<file path="config.mk">
export PLATFORM = sky130hd
export DESIGN_NAME = sumador_secuencial_param_flat
export DESIGN_NICKNAME = d
export VERILOG_FILES = /design/src/rtl/sumador_secuencial_param_pkg.sv /design/src/rtl/sumador_secuencial_param_if.sv /design/src/rtl/sumador_secuencial_param_bloque.sv /design/src/rtl/sumador_secuencial_param.sv /design/src/flat_wrapper.sv
export SDC_FILE = /design/constraint.sdc
export NUM_CORES = 1
export LEC_CHECK = 0
export CORE_UTILIZATION = 35
export DETAILED_ROUTE_END_ITERATION = 16
export GPL_TIMING_DRIVEN = 1
export PLACE_DENSITY = 0.69
export SETUP_SLACK_MARGIN = 0.02
export SYNTH_ARGS = -nofsm -noshare
export SYNTH_HDL_FRONTEND = slang
export SYNTH_SLANG_ARGS = --single-unit
export TNS_END_PERCENT = 30
</file>
<file path="constraint.sdc">
create_clock -name Reloj -period 2.4 [get_ports Reloj]
set_clock_uncertainty 0.1 [all_clocks]
set_input_delay 0.72 -clock Reloj [delete_from_list [all_inputs] [get_ports Reloj]]
set_output_delay 0.72 -clock Reloj [all_outputs]
set_load 0.01 [all_outputs]
</file>
<file path="src/rtl/sumador_secuencial_param_pkg.sv">
// Shared state type and elaboration helpers for the sequential slice adder.
// Subtract support is enabled by defining SUMADOR_RESTA_EN.
package sumador_pkg;

    typedef enum logic [1:0] {
        LIBRE   = 2'd0,
        SUMANDO = 2'd1,
        HECHO   = 2'd2
    } estado_e;

    function automatic int clog2(input int valor);
        int ancho;
        ancho = 0;
        while ((1 << ancho) < valor) begin
            ancho++;
        end
        return ancho;
    endfunction

    // A single-slice configuration still needs a one-bit counter.
    function automatic int ancho_contador(input int bloques);
        return (clog2(bloques) < 1) ? 1 : clog2(bloques);
    endfunction

    function automatic bit config_valida(input int ancho, input int ancho_bloque);
        return (ancho_bloque >= 1) && (ancho >= ancho_bloque) && ((ancho % ancho_bloque) == 0);
    endfunction

endpackage

</file>
<file path="src/rtl/sumador_secuencial_param_if.sv">
// Valid/ready operand and result bus of sumador_secuencial_param.
// The Modo signal only exists when SUMADOR_RESTA_EN is defined.
interface sumador_secuencial_param_if #(
    parameter int ANCHO = 32
);
    logic             Entrada_Valida;
    logic             Entrada_Lista;
    logic [ANCHO-1:0] X;
    logic [ANCHO-1:0] Y;
    logic             AcarreoEntrada;
`ifdef SUMADOR_RESTA_EN
    logic             Modo;
`endif
    logic             Salida_Valida;
    logic             Salida_Lista;
    logic [ANCHO-1:0] Salida;
    logic             CarriSalida;
    logic             Desborde;

    modport master (
        output Entrada_Valida, X, Y, AcarreoEntrada,
`ifdef SUMADOR_RESTA_EN
        output Modo,
`endif
        output Salida_Lista,
        input  Entrada_Lista, Salida_Valida, Salida, CarriSalida, Desborde
    );

    modport slave (
        input  Entrada_Valida, X, Y, AcarreoEntrada,
`ifdef SUMADOR_RESTA_EN
        input  Modo,
`endif
        input  Salida_Lista,
        output Entrada_Lista, Salida_Valida, Salida, CarriSalida, Desborde
    );

endinterface

</file>
<file path="src/rtl/sumador_secuencial_param_bloque.sv">
// Combinational ripple adder for one ANCHO_BLOQUE-bit slice; also exposes the
// carry entering its MSB so the caller can derive signed overflow.
module sumador_bloque #(
    parameter int ANCHO_BLOQUE = 4
) (
    input  logic [ANCHO_BLOQUE-1:0] a_i,
    input  logic [ANCHO_BLOQUE-1:0] b_i,
    input  logic                    c_i,
    output logic [ANCHO_BLOQUE-1:0] suma_o,
    output logic                    c_o,
    output logic                    c_msb_o
);

    logic [ANCHO_BLOQUE:0] acarreo;

    always_comb begin
        acarreo    = '0;
        suma_o     = '0;
        acarreo[0] = c_i;
        for (int i = 0; i < ANCHO_BLOQUE; i++) begin
            suma_o[i]    = a_i[i] ^ b_i[i] ^ acarreo[i];
            acarreo[i+1] = (a_i[i] & b_i[i]) | (acarreo[i] & (a_i[i] ^ b_i[i]));
        end
    end

    assign c_o     = acarreo[ANCHO_BLOQUE];
    assign c_msb_o = acarreo[ANCHO_BLOQUE-1];

endmodule

</file>
<file path="src/rtl/sumador_secuencial_param.sv">
// Multi-cycle adder: one ANCHO_BLOQUE-bit slice per cycle, ANCHO/ANCHO_BLOQUE cycles per add.
// Defining SUMADOR_RESTA_EN adds the Modo input for X - Y.
module sumador_secuencial_param
    import sumador_pkg::*;
#(
    parameter int ANCHO        = 32,
    parameter int ANCHO_BLOQUE = 4
) (
    input logic                        Reloj,
    input logic                        Reset_n,
    sumador_secuencial_param_if.slave  bus
);

    localparam int              B      = ANCHO / ANCHO_BLOQUE;
    localparam int              CW     = ancho_contador(B);
    localparam logic [CW-1:0]   ULTIMO = CW'(B - 1);

    if (!config_valida(ANCHO, ANCHO_BLOQUE)) begin : g_config_invalida
        $error("sumador_secuencial_param: ANCHO must be a non-zero multiple of ANCHO_BLOQUE");
    end

    estado_e          estado_q;
    logic [ANCHO-1:0] x_q;
    logic [ANCHO-1:0] y_q;
    logic             acarreo_q;
    logic [CW-1:0]    cuenta_q;
    logic [ANCHO-1:0] salida_q;
    logic             carri_q;
    logic             desborde_q;

    logic [ANCHO-1:0]        salida_d;
    logic [ANCHO-1:0]        y_ini;
    logic                    c_ini;
    logic [ANCHO_BLOQUE-1:0] suma_bloque;
    logic                    c_bloque;
    logic                    c_msb_bloque;

    // Subtraction is X + ~Y + 1, so only the latched operand and carry change.
`ifdef SUMADOR_RESTA_EN
    assign y_ini = bus.Modo ? ~bus.Y : bus.Y;
    assign c_ini = bus.Modo | bus.AcarreoEntrada;
`else
    assign y_ini = bus.Y;
    assign c_ini = bus.AcarreoEntrada;
`endif

    sumador_bloque #(
        .ANCHO_BLOQUE (ANCHO_BLOQUE)
    ) u_bloque (
        .a_i     (x_q[ANCHO_BLOQUE-1:0]),
        .b_i     (y_q[ANCHO_BLOQUE-1:0]),
        .c_i     (acarreo_q),
        .suma_o  (suma_bloque),
        .c_o     (c_bloque),
        .c_msb_o (c_msb_bloque)
    );

    // Each slice enters at the top, so after B shifts slice 0 sits at the LSB.
    if (ANCHO == ANCHO_BLOQUE) begin : g_un_bloque
        assign salida_d = suma_bloque;
    end else begin : g_varios_bloques
        assign salida_d = {suma_bloque, salida_q[ANCHO-1:ANCHO_BLOQUE]};
    end

    always_ff @(posedge Reloj or negedge Reset_n) begin
        if (!Reset_n) begin
            estado_q   <= LIBRE;
            x_q        <= '0;
            y_q        <= '0;
            acarreo_q  <= 1'b0;
            cuenta_q   <= '0;
            salida_q   <= '0;
            carri_q    <= 1'b0;
            desborde_q <= 1'b0;
        end else begin
            case (estado_q)
                LIBRE: begin
                    if (bus.Entrada_Valida) begin
                        x_q       <= bus.X;
                        y_q       <= y_ini;
                        acarreo_q <= c_ini;
                        cuenta_q  <= '0;
                        estado_q  <= SUMANDO;
                    end
                end
                SUMANDO: begin
                    salida_q  <= salida_d;
                    x_q       <= x_q >> ANCHO_BLOQUE;
                    y_q       <= y_q >> ANCHO_BLOQUE;
                    acarreo_q <= c_bloque;
                    cuenta_q  <= cuenta_q + 1'b1;
                    if (cuenta_q == ULTIMO) begin
                        carri_q    <= c_bloque;
                        desborde_q <= c_bloque ^ c_msb_bloque;
                        estado_q   <= HECHO;
                    end
                end
                HECHO: begin
                    if (bus.Salida_Lista) begin
                        estado_q <= LIBRE;
                    end
                end
                default: estado_q <= LIBRE;
            endcase
        end
    end

    assign bus.Entrada_Lista = (estado_q == LIBRE);
    assign bus.Salida_Valida = (estado_q == HECHO);
    assign bus.Salida        = salida_q;
    assign bus.CarriSalida   = carri_q;
    assign bus.Desborde      = desborde_q;

endmodule

</file>
<file path="src/flat_wrapper.sv">
// flat-port wrapper written by rule: the top's interface ports become plain ports
module sumador_secuencial_param_flat import sumador_pkg::*;
#(
    parameter int ANCHO        = 32,
    parameter int ANCHO_BLOQUE = 4
)
  (Reloj, Reset_n, bus_Entrada_Valida, bus_X, bus_Y, bus_AcarreoEntrada, bus_Salida_Lista, bus_Entrada_Lista, bus_Salida_Valida, bus_Salida, bus_CarriSalida, bus_Desborde);
  sumador_secuencial_param_if #(.ANCHO(ANCHO)) bus_i ();
  input logic Reloj;
  input logic Reset_n;
  input wire logic [$bits(bus_i.Entrada_Valida)-1:0] bus_Entrada_Valida;
  input wire logic [$bits(bus_i.X)-1:0] bus_X;
  input wire logic [$bits(bus_i.Y)-1:0] bus_Y;
  input wire logic [$bits(bus_i.AcarreoEntrada)-1:0] bus_AcarreoEntrada;
  input wire logic [$bits(bus_i.Salida_Lista)-1:0] bus_Salida_Lista;
  output wire logic [$bits(bus_i.Entrada_Lista)-1:0] bus_Entrada_Lista;
  output wire logic [$bits(bus_i.Salida_Valida)-1:0] bus_Salida_Valida;
  output wire logic [$bits(bus_i.Salida)-1:0] bus_Salida;
  output wire logic [$bits(bus_i.CarriSalida)-1:0] bus_CarriSalida;
  output wire logic [$bits(bus_i.Desborde)-1:0] bus_Desborde;
  assign bus_i.Entrada_Valida = bus_Entrada_Valida;
  assign bus_i.X = bus_X;
  assign bus_i.Y = bus_Y;
  assign bus_i.AcarreoEntrada = bus_AcarreoEntrada;
  assign bus_i.Salida_Lista = bus_Salida_Lista;
  assign bus_Entrada_Lista = bus_i.Entrada_Lista;
  assign bus_Salida_Valida = bus_i.Salida_Valida;
  assign bus_Salida = bus_i.Salida;
  assign bus_CarriSalida = bus_i.CarriSalida;
  assign bus_Desborde = bus_i.Desborde;
  sumador_secuencial_param #(.ANCHO(ANCHO), .ANCHO_BLOQUE(ANCHO_BLOQUE)) u_core (.Reloj(Reloj), .Reset_n(Reset_n), .bus(bus_i));
endmodule
</file>
==> flow_summary.toml <==
[cells_and_area]
fin_util_pct = 47.4
antenna_cells = 0
drive_gt1_share_pct = 9.46
syn2layout_area_growth_pct = 29.9
nets = 630
fill_cells = 1197

[pwr]
power_leakage_nw = 2.61
p_total_w = 0.00802
power.density_nw_per_um2 = 1310
ir_drop_mv = 0.488

[sta]
hold_viol_final = 0
tightest_slew_ns = 0.602
drv_slew = 0
rsz0062_at_grt = "true"
slew_headroom_pct = 59.9
period_share_pct = 98.9
tns_ns = 0
finalSetupViolCount = 0
fmax_ghz = 0.421
period_needed_ns = 2.37

[synthesis]
syn_avg_cell_area_um2 = 10.1
synth_edf_count = 0
ys_types = 30
yosysSeqAreaShare_pct = 55.3
syn-instance-count = 465
ys_seq_elements = 104
synth_warnings = 0
async_flop_share_pct = 100
syn_nets = 540
synth_flop_cell = "dfrtp_1"
synth_area_um2 = 4700

[die]
die_area_um2 = 13900
core_um2 = 12900
ios = 105
rows = 41
initial_utilization_pct = 36.5
fp.dieW_um = 118
fp.dieH_um = 118

[global_routing]
grt_overflow = 0
grt_start_max_net_pins = 57
grt_pass1_vias = 3841
grt_pass1_wl_um = 19800
grt_usage_pct = 17.7
antenna_found_initial = 0

[critical_path]
cp-endpoint = "bus_Entrada_Lista"
rr_endpoint = "u_core.bus.Salida[31]$_DFFE_PN0P_"
ff2ff_setup_slack_ns = 0.14
crit_path_start_kind = "flip-flop"
crit_path_top_delay_cell = "clkdlybuf4s50_1"
crit_type = "reg -> out"
path_buf_inv = 1
cp_data_arrival_time_ns = 1.55
end_kind = "primary output"
crit_start = "u_core.estado_q[1]$_DFFE_PN0P_"
critPathMaxFanout = 6
reg2regPathDepth = 8
regToRegStartpoint = "u_core.x_q[0]$_DFFE_PN0P_"
worst_path_largest_cell_delay_ns = 0.57
path_delay_family = "buffers and inverters"
worstPathCellList = "nor2_2 > clkdlybuf4s50_1"
crit_cells = 2
required_ns = 1.58

[clock_network]
htreeDepth = 3
cts_buffer_depth = 2
clock-sinks = 104
cts_buffers = 9
cts_tree = "yes"
cts_root_buf = "clkbuf_16"
cts.clk_slew.worst_paths_ns = 0.08
postCtsHoldBufs = 0
insertion_delay_ns = 0.34

[run]
maxCapViolations = 0

[detailed_routing]
via_per_inst = 5.41
antenna_left = 0
dr.first_iter.drc_count = 337
avgRoutedWirePerCell_um = 16.4
met3_length_um = 652
maxUsedRoutingLayer = "met4"
drc = 0
vias = 3962
met1_length_um = 5410
wl_met2_um = 5780
drt_pass1_iterations = 5
drt-total-wl_um = 12000

[place]
io_buffer_count = 104
gp_congestion = 0.797
dpl.hpwl_um = 8120

[min_path]
min_path_type = "in -> async"

[run_status]
outcome = "finished, final reports clean"
## timing repair
| action | in CTS | in global routing |
|---|---|---|
| pin swaps | 0 | 3 |
| setup endpoints to repair | 4 | 5 |
| setup buffers | 0 | 0 |
| gates resized for setup | 4 | 4 |
| gates cloned | 0 | 0 |
## through the flow
stage / hold slack (ns) / area, um2 / cells / setup WS, ns
2_1_floorplan: 0.324 / 4700 / 465 / 0.0913
3_3_place_gp: 0.361 / 5780 / 716 / 0.0572
3_5_place_dp: 0.368 / 5780 / 716 / -0.0155
4_1_cts: 0.216 / 6100 / 732 / 0.0236
5_1_grt: 0.220 / 6110 / 732 / -0.0192
6_report: 0.210 / 6110 / 732 / 0.0261
## worst reg2reg max path: cells and delay by family (launching register included)
family / cells / cell delay [ns]
buffers and inverters: 3 / 0.19
flip-flops: 1 / 0.40
adder cells (fa/ha/maj): 4 / 1.36
AO/OA/AOI/OAI: 1 / 0.14
## kinds of logic (layout without fill, tap and decap cells)
group                      after synthesis  in the layout  share of synthesized area [%]
and+or+nand+nor                        119            119                           11.0
AOI/OAI and AO/OA                      184            184                           23.7
xor gates and xnor gates                 1              1                          0.186
adders and majority gates                6              6                           2.24
buffers and inverters                   51            146                           7.45
DFF                                    104            104                           55.3
## layout by cell type, fill, tap and decap left out, types with 2 or more instances in the layout
master	synthesis	layout
a21oi_1	50	50
a22o_1	2	2
a2bb2oi_1	2	2
buf_12	0	2
buf_4	11	15
clkbuf_16	0	9
clkdlybuf4s50_1	0	101
clkinvlp_4	0	2
dfrtp_1	104	103
fa_1	4	2
fa_2	0	2
ha_1	2	2
inv_1	8	6
inv_2	2	4
nand2_1	103	103
nand2b_4	2	2
nand3b_1	6	6
nor2_4	2	2
o21ai_0	22	21
o221a_2	4	4
o22ai_1	100	100
## synthesized netlist by cell type, types with 4 or more instances
| cell | instances | area (um2) |
|---|---|---|
| nand3b_1 | 6 | 45.0 |
| o22ai_1 | 100 | 626 |
| fa_1 | 4 | 80.1 |
| clkbuf_1 | 5 | 18.8 |
| a21oi_1 | 50 | 250 |
| buf_6 | 14 | 158 |
| dfrtp_1 | 104 | 2600 |
| o221a_2 | 4 | 45.0 |
| buf_4 | 11 | 82.6 |
| buf_2 | 10 | 50.1 |
| nand2_1 | 103 | 387 |
| inv_1 | 8 | 30.0 |
| o21ai_0 | 22 | 110 |
## sequential cells by signal (all words and copies together) (netlist names)
signal and count:
u_core.bus.Salida 32, u_core.x_q 32, u_core.y_q 32, u_core.cuenta_q 3
u_core.estado_q 2, u_core.acarreo_q 1, u_core.bus.CarriSalida 1, u_core.bus.Desborde 1
## metal layers
metal	vias up	track usage [%]
met4	0	3.93
li1	1863	-
met5	-	0
met1	1950	24.2
met2	140	28.6
met3	9	3.78
## worst min-delay path by stage
stage | start | endpoint | depth (start not counted)
2_1_floorplan | Reset_n | u_core.acarreo_q$_DFFE_PN0P_ | 0
3_3_place_gp | u_core.bus.Salida[2]$_DFFE_PN0P_ | u_core.bus.Salida[2]$_DFFE_PN0P_ | 2
3_5_place_dp | u_core.bus.Salida[3]$_DFFE_PN0P_ | u_core.bus.Salida[3]$_DFFE_PN0P_ | 2
4_1_cts | Reset_n | u_core.bus.Salida[11]$_DFFE_PN0P_ | 1
5_1_grt | Reset_n | u_core.bus.Salida[11]$_DFFE_PN0P_ | 1
6_report | Reset_n | u_core.bus.Salida[16]$_DFFE_PN0P_ | 1
## power by group
part           leakage [nW]  switching (W)  total (W)  internal, W
combinational          1.21        0.00168    0.00326      0.00159
sequential             1.26       0.000662    0.00324      0.00258
clock                 0.147       0.000687    0.00152     0.000831
total                  2.61        0.00302    0.00802      0.00500
## final cells by class
type	count	area, um2	area share [%]
flip-flops and latches	104	2600	42.6
clock inverters	7	90.1	1.47
clock buffers	9	225	3.69
repair buffers	120	1180	19.3
inverters	10	37.5	0.614
well taps	172	215	3.52
multi-input cells	310	1760	28.8
Power figures use the tool's default switching activity.
